$ cat config.mk
export PLATFORM = sky130hd
export DESIGN_NAME = reg_share_arbiter
export DESIGN_NICKNAME = d
export VERILOG_FILES = /design/src/rtl/reg_share_arbiter.sv
export SDC_FILE = /design/constraint.sdc
export NUM_CORES = 1
export LEC_CHECK = 0
export ABC_AREA = 1
export CAP_MARGIN = 20
export CORE_UTILIZATION = 30
export DETAILED_ROUTE_END_ITERATION = 10
export SLEW_MARGIN = 10
export SYNTH_ARGS = -nofsm -noshare
export SYNTH_HDL_FRONTEND = slang
export SYNTH_SLANG_ARGS = --single-unit
$ cat constraint.sdc
create_clock -name clk -period 2.5 [get_ports clk]
set_clock_uncertainty 0.15 [all_clocks]
set_input_delay 0.5 -clock clk [delete_from_list [all_inputs] [get_ports clk]]
set_output_delay 0.5 -clock clk [all_outputs]
set_load 0.005 [all_outputs]
$ cat src/rtl/reg_share_arbiter.sv
// Round-robin arbiter sharing one WIDTH-bit register between four requesters,
// with optional exclusive lock and a timeout that force-releases a stuck lock.
module reg_share_arbiter #(
  parameter int WIDTH   = 8,
  parameter int TIMEOUT = 16
) (
  input  logic               clk,
  input  logic               rst,
  input  logic [3:0]         req,
  input  logic [3:0]         lock,
  input  logic [4*WIDTH-1:0] wdata,
  output logic [3:0]         ack,
  output logic [WIDTH-1:0]   q,
  output logic [1:0]         owner,
  output logic               locked,
  output logic               timeout
);

  typedef enum logic {IDLE, LOCKED} state_t;

  localparam logic [7:0] CNT_LAST = 8'(TIMEOUT - 1);

  state_t           state, state_nx;
  logic [1:0]       ptr, ptr_nx, owner_nx;
  logic [7:0]       cnt, cnt_nx;
  logic [WIDTH-1:0] q_nx;
  logic [3:0]       ack_nx, eff;
  logic             locked_nx, timeout_nx;
  logic             win_vld;
  logic [1:0]       win;

  // A requester acked this cycle counts as served, so it cannot be granted twice in a row.
  assign eff = req & ~ack;

  always_comb begin
    win_vld = 1'b0;
    win     = ptr;
    for (int k = 3; k >= 0; k--) begin
      if (eff[ptr + 2'(k)]) begin
        win_vld = 1'b1;
        win     = ptr + 2'(k);
      end
    end
  end

  always_comb begin
    state_nx   = state;
    ptr_nx     = ptr;
    owner_nx   = owner;
    cnt_nx     = cnt;
    q_nx       = q;
    ack_nx     = 4'b0000;
    locked_nx  = locked;
    timeout_nx = 1'b0;
    case (state)
      IDLE: begin
        if (win_vld) begin
          q_nx     = wdata[win*WIDTH +: WIDTH];
          ack_nx   = 4'b0001 << win;
          owner_nx = win;
          ptr_nx   = win + 2'd1;
          if (lock[win]) begin
            state_nx  = LOCKED;
            locked_nx = 1'b1;
            cnt_nx    = 8'd0;
          end
        end
      end
      LOCKED: begin
        if (!lock[owner]) begin
          state_nx  = IDLE;
          locked_nx = 1'b0;
        end else if (cnt == CNT_LAST) begin
          state_nx   = IDLE;
          locked_nx  = 1'b0;
          timeout_nx = 1'b1;
          ptr_nx     = owner + 2'd1;
        end else begin
          cnt_nx = cnt + 8'd1;
        end
        // The owner's write is still served on the exit cycle.
        if (eff[owner]) begin
          q_nx   = wdata[owner*WIDTH +: WIDTH];
          ack_nx = 4'b0001 << owner;
        end
      end
      default: state_nx = IDLE;
    endcase
  end

  always_ff @(posedge clk or posedge rst) begin
    if (rst) begin
      state   <= IDLE;
      ptr     <= 2'd0;
      cnt     <= 8'd0;
      q       <= '0;
      ack     <= 4'b0000;
      owner   <= 2'd0;
      locked  <= 1'b0;
      timeout <= 1'b0;
    end else begin
      state   <= state_nx;
      ptr     <= ptr_nx;
      cnt     <= cnt_nx;
      q       <= q_nx;
      ack     <= ack_nx;
      owner   <= owner_nx;
      locked  <= locked_nx;
      timeout <= timeout_nx;
    end
  end

endmodule

== Yosys cells after proc, flatten, opt, wreduce, memory -nomap -nowiden ==
Cells that the tools add are included.

* Word-level logic and storage cells: 90
* Register bits: 27
* Bits of input ports: 42
* Output and inout bits: 16

* Shifts and indexed selects: 4
* Add/subtract/negate cells: 6
* Bitwise operators: 3
* Eq/ne operators: 8
* Reduce and logical (&&, ||, !) cells: 5
* Magnitude comparators: 6
* Mux-type cells: 50

{| class="wikitable"
|+ Operator list
! kind !! count
|-
| 32-bit by 6-bit indexed part select with 8-bit output || 2
|-
| 8-bit 2-to-1 mux || 6
|-
| 8-bit case mux with 2 select lines || 2
|-
| 1-bit 2-to-1 mux || 22
|-
| 2-bit by 3-bit < comparator with 1-bit output, second input constant || 6
|-
| 1-bit binary-select mux with 2-bit select || 7
|-
| 2-bit 2-to-1 mux || 7
|-
| 8-bit by 1-bit adder with 8-bit output, second input constant || 1
|-
| 8-bit by 4-bit == test with 1-bit output, second input constant || 1
|-
| 4-bit 2-to-1 mux || 2
|-
| 4-bit case mux with 2 select lines || 1
|-
| 1-bit by 2-bit left shift with 4-bit output, first input constant || 2
|-
| 2-bit by 1-bit adder with 2-bit output, second input constant || 3
|-
| 2-bit by 1-bit != test with 1-bit output, second input constant || 3
|-
| 2-bit != test, second input constant || 3
|-
| 3-bit AND reduction || 2
|-
| 2-bit adder, second input constant || 2
|-
| 4-bit AND || 1
|-
| 4-bit inverter || 1
|-
| 1-bit case mux with 2 select lines || 2
|-
| 2-bit case mux with 2 select lines || 1
|-
| 2-bit AND reduction || 2
|-
| 4-bit AND reduction || 1
|-
| 3-bit by 2-bit != test with 1-bit output, second input constant || 1
|-
| 1-bit inverter || 1
|}

== Depth between registers and ports, before layout ==
* Word-level depth: 13
* Depth in mapped cells: 18
* Depth with buffers taken out: 17

== Worst setup path before layout ==
OpenSTA, ideal clock, no wires.

* Path type: input-to-reg
* From: in req[0]
* To: reg q[0]
* Arrival: 1,710 ps
* Slack: 522 ps
* Stages on the path: 16
* Setup time: 118 ps
* Path buffers: 1
* Required time: 2,232 ps
* Cells stage by stage: inv_1 > nor2_1 > nand2_1 > nand2_1 > nand2_1 > nand2_2 > nand2_2 > nand2_4 > nand3_2 > nand3_4 > nand2_8 > buf_12 > nand2_2 > nand3_1 > nand3_1 > nand2_1

* Longest elaborated chain between the ends: 10
* Elaborated cells between the ends (all ways): 25
* Those cells by class: 2 x eq/ne; 1 x shift; 20 x mux; 1 x bitwise; 1 x reduce/logical

{| class="wikitable"
|+ RTL lines
! what !! line !! source
|-
| start: declaration || 9 || <nowiki>input logic [3:0] req,</nowiki>
|-
| 4-bit AND * || 33 || <nowiki>assign eff = req & ~ack;</nowiki>
|-
| 1-bit binary-select mux with 2-bit select || 39 || <nowiki>if (eff[ptr + 2'(k)]) begin</nowiki>
|-
| 1-bit 2-to-1 mux (implied by the code) || 39 ||
|-
| 2-bit 2-to-1 mux (4 in series) || 39 ||
|-
| 32-bit by 6-bit indexed part select with 8-bit output || 58 || <nowiki>q_nx = wdata[win*WIDTH +: WIDTH];</nowiki>
|-
| 8-bit 2-to-1 mux || 57 || <nowiki>if (win_vld) begin</nowiki>
|-
| 8-bit case mux with 2 select lines || 55 || <nowiki>case (state)</nowiki>
|-
| end signal: assignment || 105 || <nowiki>q <= q_nx;</nowiki>
|-
| end: declaration || 13 || <nowiki>output logic [WIDTH-1:0] q,</nowiki>
|}

Every way passes the cells marked *; elsewhere a longest branch is shown, timed or not. The select of a mux whose other input is x is not followed.
A chain may end at the register's enable or synchronous reset.

== Worst setup path in the final report ==
* From: in req[0]
* To: reg cnt[4]

* Longest elaborated chain between the ends: 11
* Elaborated cells between the ends (all ways): 22
* Those cells by class: 2 x eq/ne; 18 x mux; 1 x bitwise; 1 x reduce/logical

{| class="wikitable"
|+ RTL lines
! what !! line !! source
|-
| 4-bit AND * || 33 ||
|-
| 1-bit binary-select mux with 2-bit select || 39 ||
|-
| 1-bit 2-to-1 mux (implied by the code) || 39 ||
|-
| 2-bit 2-to-1 mux (4 in series) || 39 ||
|-
| 1-bit binary-select mux with 2-bit select || 62 || <nowiki>if (lock[win]) begin</nowiki>
|-
| 1-bit 2-to-1 mux (implied by the code) || 62 ||
|-
| 2-bit != test (no line) || n/a ||
|-
| 4-bit AND reduction (no line) * || n/a ||
|-
| end signal: assignment || 104 || <nowiki>cnt <= cnt_nx;</nowiki>
|-
| end: declaration || 25 || <nowiki>logic [7:0] cnt, cnt_nx;</nowiki>
|}

Marked as above.

==> impl_metrics.prom <==
# TYPE chip_impl_metric gauge
chip_impl_metric{name="pin_count",unit=""} 58
chip_impl_metric{name="post_dp_cell_area",unit="mm^2"} 0.00276
chip_impl_metric{name="worst_setup_hold_path_clk_slew",unit="ps"} 110
chip_impl_info{name="final_cell_mix",value="sky130_fd_sc_hd__nand2_1 (72), sky130_fd_sc_hd__nand3_1 (63), sky130_fd_sc_hd__clkdlybuf4s50_1 (57)"} 1
chip_impl_info{name="status",value="finished clean"} 1
chip_impl_metric{name="use_met1",unit="%"} 21.3
chip_impl_metric{name="finalCritPeriodShare",unit="%"} 94.2
chip_impl_metric{name="avgRoutedWirePerCell",unit="um"} 12.3
chip_impl_info{name="ctsRootBufferMaster",value="sky130_fd_sc_hd__clkbuf_8"} 1
chip_impl_metric{name="drive_gt1_share",unit="%"} 19.3
chip_impl_metric{name="clock_latency",unit="ps"} 280
chip_impl_metric{name="grt_use_met2",unit="%"} 27.5
chip_impl_metric{name="synth_edf_count",unit=""} 0
chip_impl_info{name="critPathMostFrequentCell",value="sky130_fd_sc_hd__nand2_1"} 1
chip_impl_metric{name="final-setup-viol-count",unit=""} 0
chip_impl_metric{name="clock_tree_buffer_depth",unit=""} 2
chip_impl_info{name="final_common_cell",value="sky130_fd_sc_hd__nand2_1"} 1
chip_impl_metric{name="finalNetCount",unit=""} 397
chip_impl_metric{name="power.clock.fraction",unit="%"} 6.3
chip_impl_info{name="cpLargestDelayFamily",value="simple AND/OR/NAND/NOR gates"} 1
chip_impl_metric{name="crit_path_max_fanout",unit=""} 6
chip_impl_metric{name="dp_hpwl",unit="um"} 4050
chip_impl_metric{name="switching_share_of_power",unit="%"} 49.9
chip_impl_metric{name="vdd.ir_drop.worst",unit="mV"} 1.06
chip_impl_metric{name="synthesis.area",unit="mm^2"} 0.00196
chip_impl_info{name="crit_path_top_delay_cell",value="sky130_fd_sc_hd__clkdlybuf4s50_1"} 1
chip_impl_metric{name="drc_errors",unit=""} 0
chip_impl_metric{name="syn_to_final_growth",unit="%"} 45.0
chip_impl_metric{name="power_frac_comb",unit="%"} 75.7
chip_impl_metric{name="grt_use_met3",unit="%"} 2.75
chip_impl_metric{name="hold_viol_final",unit=""} 0
chip_impl_metric{name="fmaxAchievable",unit="MHz"} 425
chip_impl_metric{name="portBuffers",unit=""} 57
chip_impl_metric{name="maximum_number_of_pins_on_one_net_before_global_route_repair",unit=""} 28
chip_impl_info{name="worstSetupStartpointType",value="primary input"} 1
chip_impl_metric{name="post_synth_num_cell_types",unit=""} 33
chip_impl_metric{name="coreArea",unit="mm^2"} 0.00631
chip_impl_metric{name="synth_fp_nets",unit=""} 314
chip_impl_metric{name="net-switching-power",unit="W"} 0.00219
chip_impl_metric{name="vias_per_cell",unit=""} 4.69
chip_impl_metric{name="placement_rows",unit=""} 29
chip_impl_metric{name="drv.max_cap_violation_count",unit=""} 0
chip_impl_metric{name="cts_sinks",unit=""} 27
chip_impl_metric{name="cellLeakagePower",unit="nW"} 1.34
chip_impl_metric{name="hold-path-cell-count",unit=""} 2
chip_impl_metric{name="power_density",unit="mW/mm^2"} 1550
chip_impl_metric{name="vias",unit=""} 2018
chip_impl_metric{name="overflow_left_after_global_routing",unit=""} 0
chip_impl_metric{name="timing.critical_path.buf_inv",unit=""} 3
chip_impl_metric{name="synth_area_per_cell",unit="um^2"} 7.22
chip_impl_metric{name="chipHeight",unit="um"} 82.8
chip_impl_info{name="min_path_type",value="reg -> reg"} 1
chip_impl_metric{name="dieWidth",unit="um"} 82.8
chip_impl_metric{name="gp_congestion",unit=""} 0.806
chip_impl_metric{name="cts_made_buffers",unit=""} 3
chip_impl_metric{name="worst-endpoint-arrival",unit="ps"} 2390
chip_impl_info{name="grt_busiest_layer",value="met2"} 1
chip_impl_metric{name="finalMaxSlewViolations",unit=""} 0
chip_impl_metric{name="dieArea",unit="mm^2"} 0.00685
chip_impl_metric{name="dr.pass1.iters",unit=""} 4
chip_impl_info{name="synth_flop_cell",value="sky130_fd_sc_hd__dfrtp_1"} 1
chip_impl_metric{name="grt_usage",unit="%"} 16.2
chip_impl_metric{name="first_iter_violations",unit=""} 75
chip_impl_metric{name="final.fill_count",unit=""} 652
chip_impl_metric{name="critical_path_depth",unit=""} 17
chip_impl_metric{name="layout_min_cycle_time",unit="ps"} 2350
chip_impl_metric{name="synth.yosys.seq_area_share",unit="%"} 34.5
chip_impl_metric{name="worst_path_largest_cell_delay",unit="ps"} 470
chip_impl_metric{name="htree_num_levels",unit=""} 1
chip_impl_metric{name="transition_time_of_the_tightest_slew_check_pin",unit="ps"} 529
chip_impl_metric{name="holdBufCountCts",unit=""} 0
chip_impl_metric{name="setup_tns",unit="ps"} 0
chip_impl_metric{name="final_design_area_no_fill",unit="mm^2"} 0.00284
chip_impl_metric{name="start_util",unit="%"} 31.0
chip_impl_metric{name="synth.ff_latch_count",unit=""} 27
chip_impl_metric{name="postSynth.asyncResetShare",unit="%"} 100
chip_impl_metric{name="grt_pass1_wl",unit="um"} 8510
chip_impl_metric{name="number_of_global_route_vias_before_repair",unit=""} 1906
chip_impl_info{name="tritoncts",value="yes"} 1
chip_impl_metric{name="diodes",unit=""} 0
chip_impl_metric{name="max-slew-margin-rel",unit="%"} 64.3
chip_impl_metric{name="worstRegToRegCells",unit=""} 16
chip_impl_metric{name="synth-warning-count",unit=""} 0
chip_impl_metric{name="layout.cells.non_filler",unit=""} 430
chip_impl_metric{name="postSynthCellCount",unit=""} 271
chip_impl_info{name="start_to_end_type_of_the_worst_setup_path",value="in -> reg"} 1
chip_impl_metric{name="seq_power_share",unit="%"} 18.0
chip_impl_metric{name="number_of_antenna_violations_at_the_first_check_in_global_routing",unit=""} 0
chip_impl_metric{name="internal_power",unit="W"} 0.00220
chip_impl_metric{name="route.antenna.remaining_nets",unit=""} 0
chip_impl_metric{name="placedCellCount",unit=""} 423
chip_impl_metric{name="worstPathRequired",unit="ps"} 2530
chip_impl_info{name="timing.critical_path.to_type",value="register"} 1
chip_impl_metric{name="routed_wl",unit="um"} 5280
chip_impl_info{name="path_cells",value="clkdlybuf4s50_1 > inv_1 > nor2_2 > nand2_1 > nand2_2 > nand2_1 > nand2_2 > nand2_2 > nand2_4 > nand3_2 > nand2_4 > nor2_2 > nand2_1 > nand3_4 > buf_4 > nand3_1 > nand2_1"} 1
## cell usage after synthesis, types with 3 or more instances
master / number / area share (%)
sky130_fd_sc_hd__a21oi_1: 6 / 1.5
sky130_fd_sc_hd__dfrtp_1: 27 / 35
sky130_fd_sc_hd__inv_1: 23 / 4.4
sky130_fd_sc_hd__inv_2: 3 / 0.58
sky130_fd_sc_hd__nand2_1: 74 / 14
sky130_fd_sc_hd__nand2_2: 17 / 5.4
sky130_fd_sc_hd__nand2_4: 5 / 2.9
sky130_fd_sc_hd__nand3_1: 63 / 16
sky130_fd_sc_hd__nand3_2: 4 / 2.0
sky130_fd_sc_hd__nor2_1: 13 / 2.5
sky130_fd_sc_hd__nor3b_1: 3 / 1.2
sky130_fd_sc_hd__o21ai_0: 7 / 1.8
## tightest hold or removal path, delay by kind of cell (launching register included)
| family | cells | cell delay [ps] |
|---|---|---|
| flip-flops | 1 | 360 |
| AND/OR/NAND/NOR | 2 | 100 |
## through the flow
step	total power (W)	setup slack (ps)	hold WS [ps]	utilization, %
final	0.00440	146	338	44.9
after global routing	0.00487	-14.5	363	44.9
after CTS	0.00428	130	345	44.4
after detailed placement	0.00399	-178	317	43.6
after global placement	0.00397	-98.9	312	43.6
after floorplan	0.00293	522	323	-
## power groups by stage
stage | logic, W | registers (W) | clock network, W
3_3_place_gp | 0.00316 | 0.000803 | 0
5_1_grt | 0.00375 | 0.000819 | 0.000301
3_5_place_dp | 0.00319 | 0.000806 | 0
6_report | 0.00333 | 0.000793 | 0.000275
2_1_floorplan | 0.00219 | 0.000741 | 0
4_1_cts | 0.00320 | 0.000797 | 0.000286
## cell type report
type,instances,area [um^2],share of cell area (%)
timing repair buffer,83,778,27.4
multi-input combinational,211,1130,39.8
tap,77,96.3,3.40
clock buffer,3,41.3,1.46
inverter,28,108,3.79
clock inverter,1,8.76,0.309
sequential,27,676,23.8
## registers in the layout, summed over array words and instances (netlist names)
name	count
ack	4
ptr	2
q	8
cnt	8
timeout	1
locked	1
owner	2
state	1
## timing repair
item,4_1_cts,5_1_grt
setup buffers,0,3
gates resized for setup,0,6
endpoints found under the setup margin,0,17
## worst paths after layout
kind | startpoint | end | slack, ps
max | req[0] | cnt[4]$_DFFE_PP0P_ | 150
min | q[1]$_DFFE_PP0P_ | q[1]$_DFFE_PP0P_ | 340
max reg2reg | ptr[0]$_DFFE_PP0P_ | cnt[4]$_DFFE_PP0P_ | 230
min reg2reg | q[1]$_DFFE_PP0P_ | q[1]$_DFFE_PP0P_ | 340
max in group asynchronous | rst | ack[0]$_DFF_PP0_ | 1510
min in group asynchronous | rst | cnt[5]$_DFFE_PP0P_ | 420
## per-layer routing
layer	share of wire [%]	vias up
met3	2.0	4
met5	0	-
met1	46	928
met2	51	23
met4	0.93	0
li1	-	1063
## kinds of logic after synthesis
kind of cell	synth area share (%)
buffers and inverters	8.25
XOR/XNOR	1.34
AO/OA/AOI/OAI	6.97
adder cells (fa/ha/maj)	0.639
flip-flops	34.5
AND/OR/NAND/NOR	48.3
Note: power is estimated with default switching activity, not from simulation.
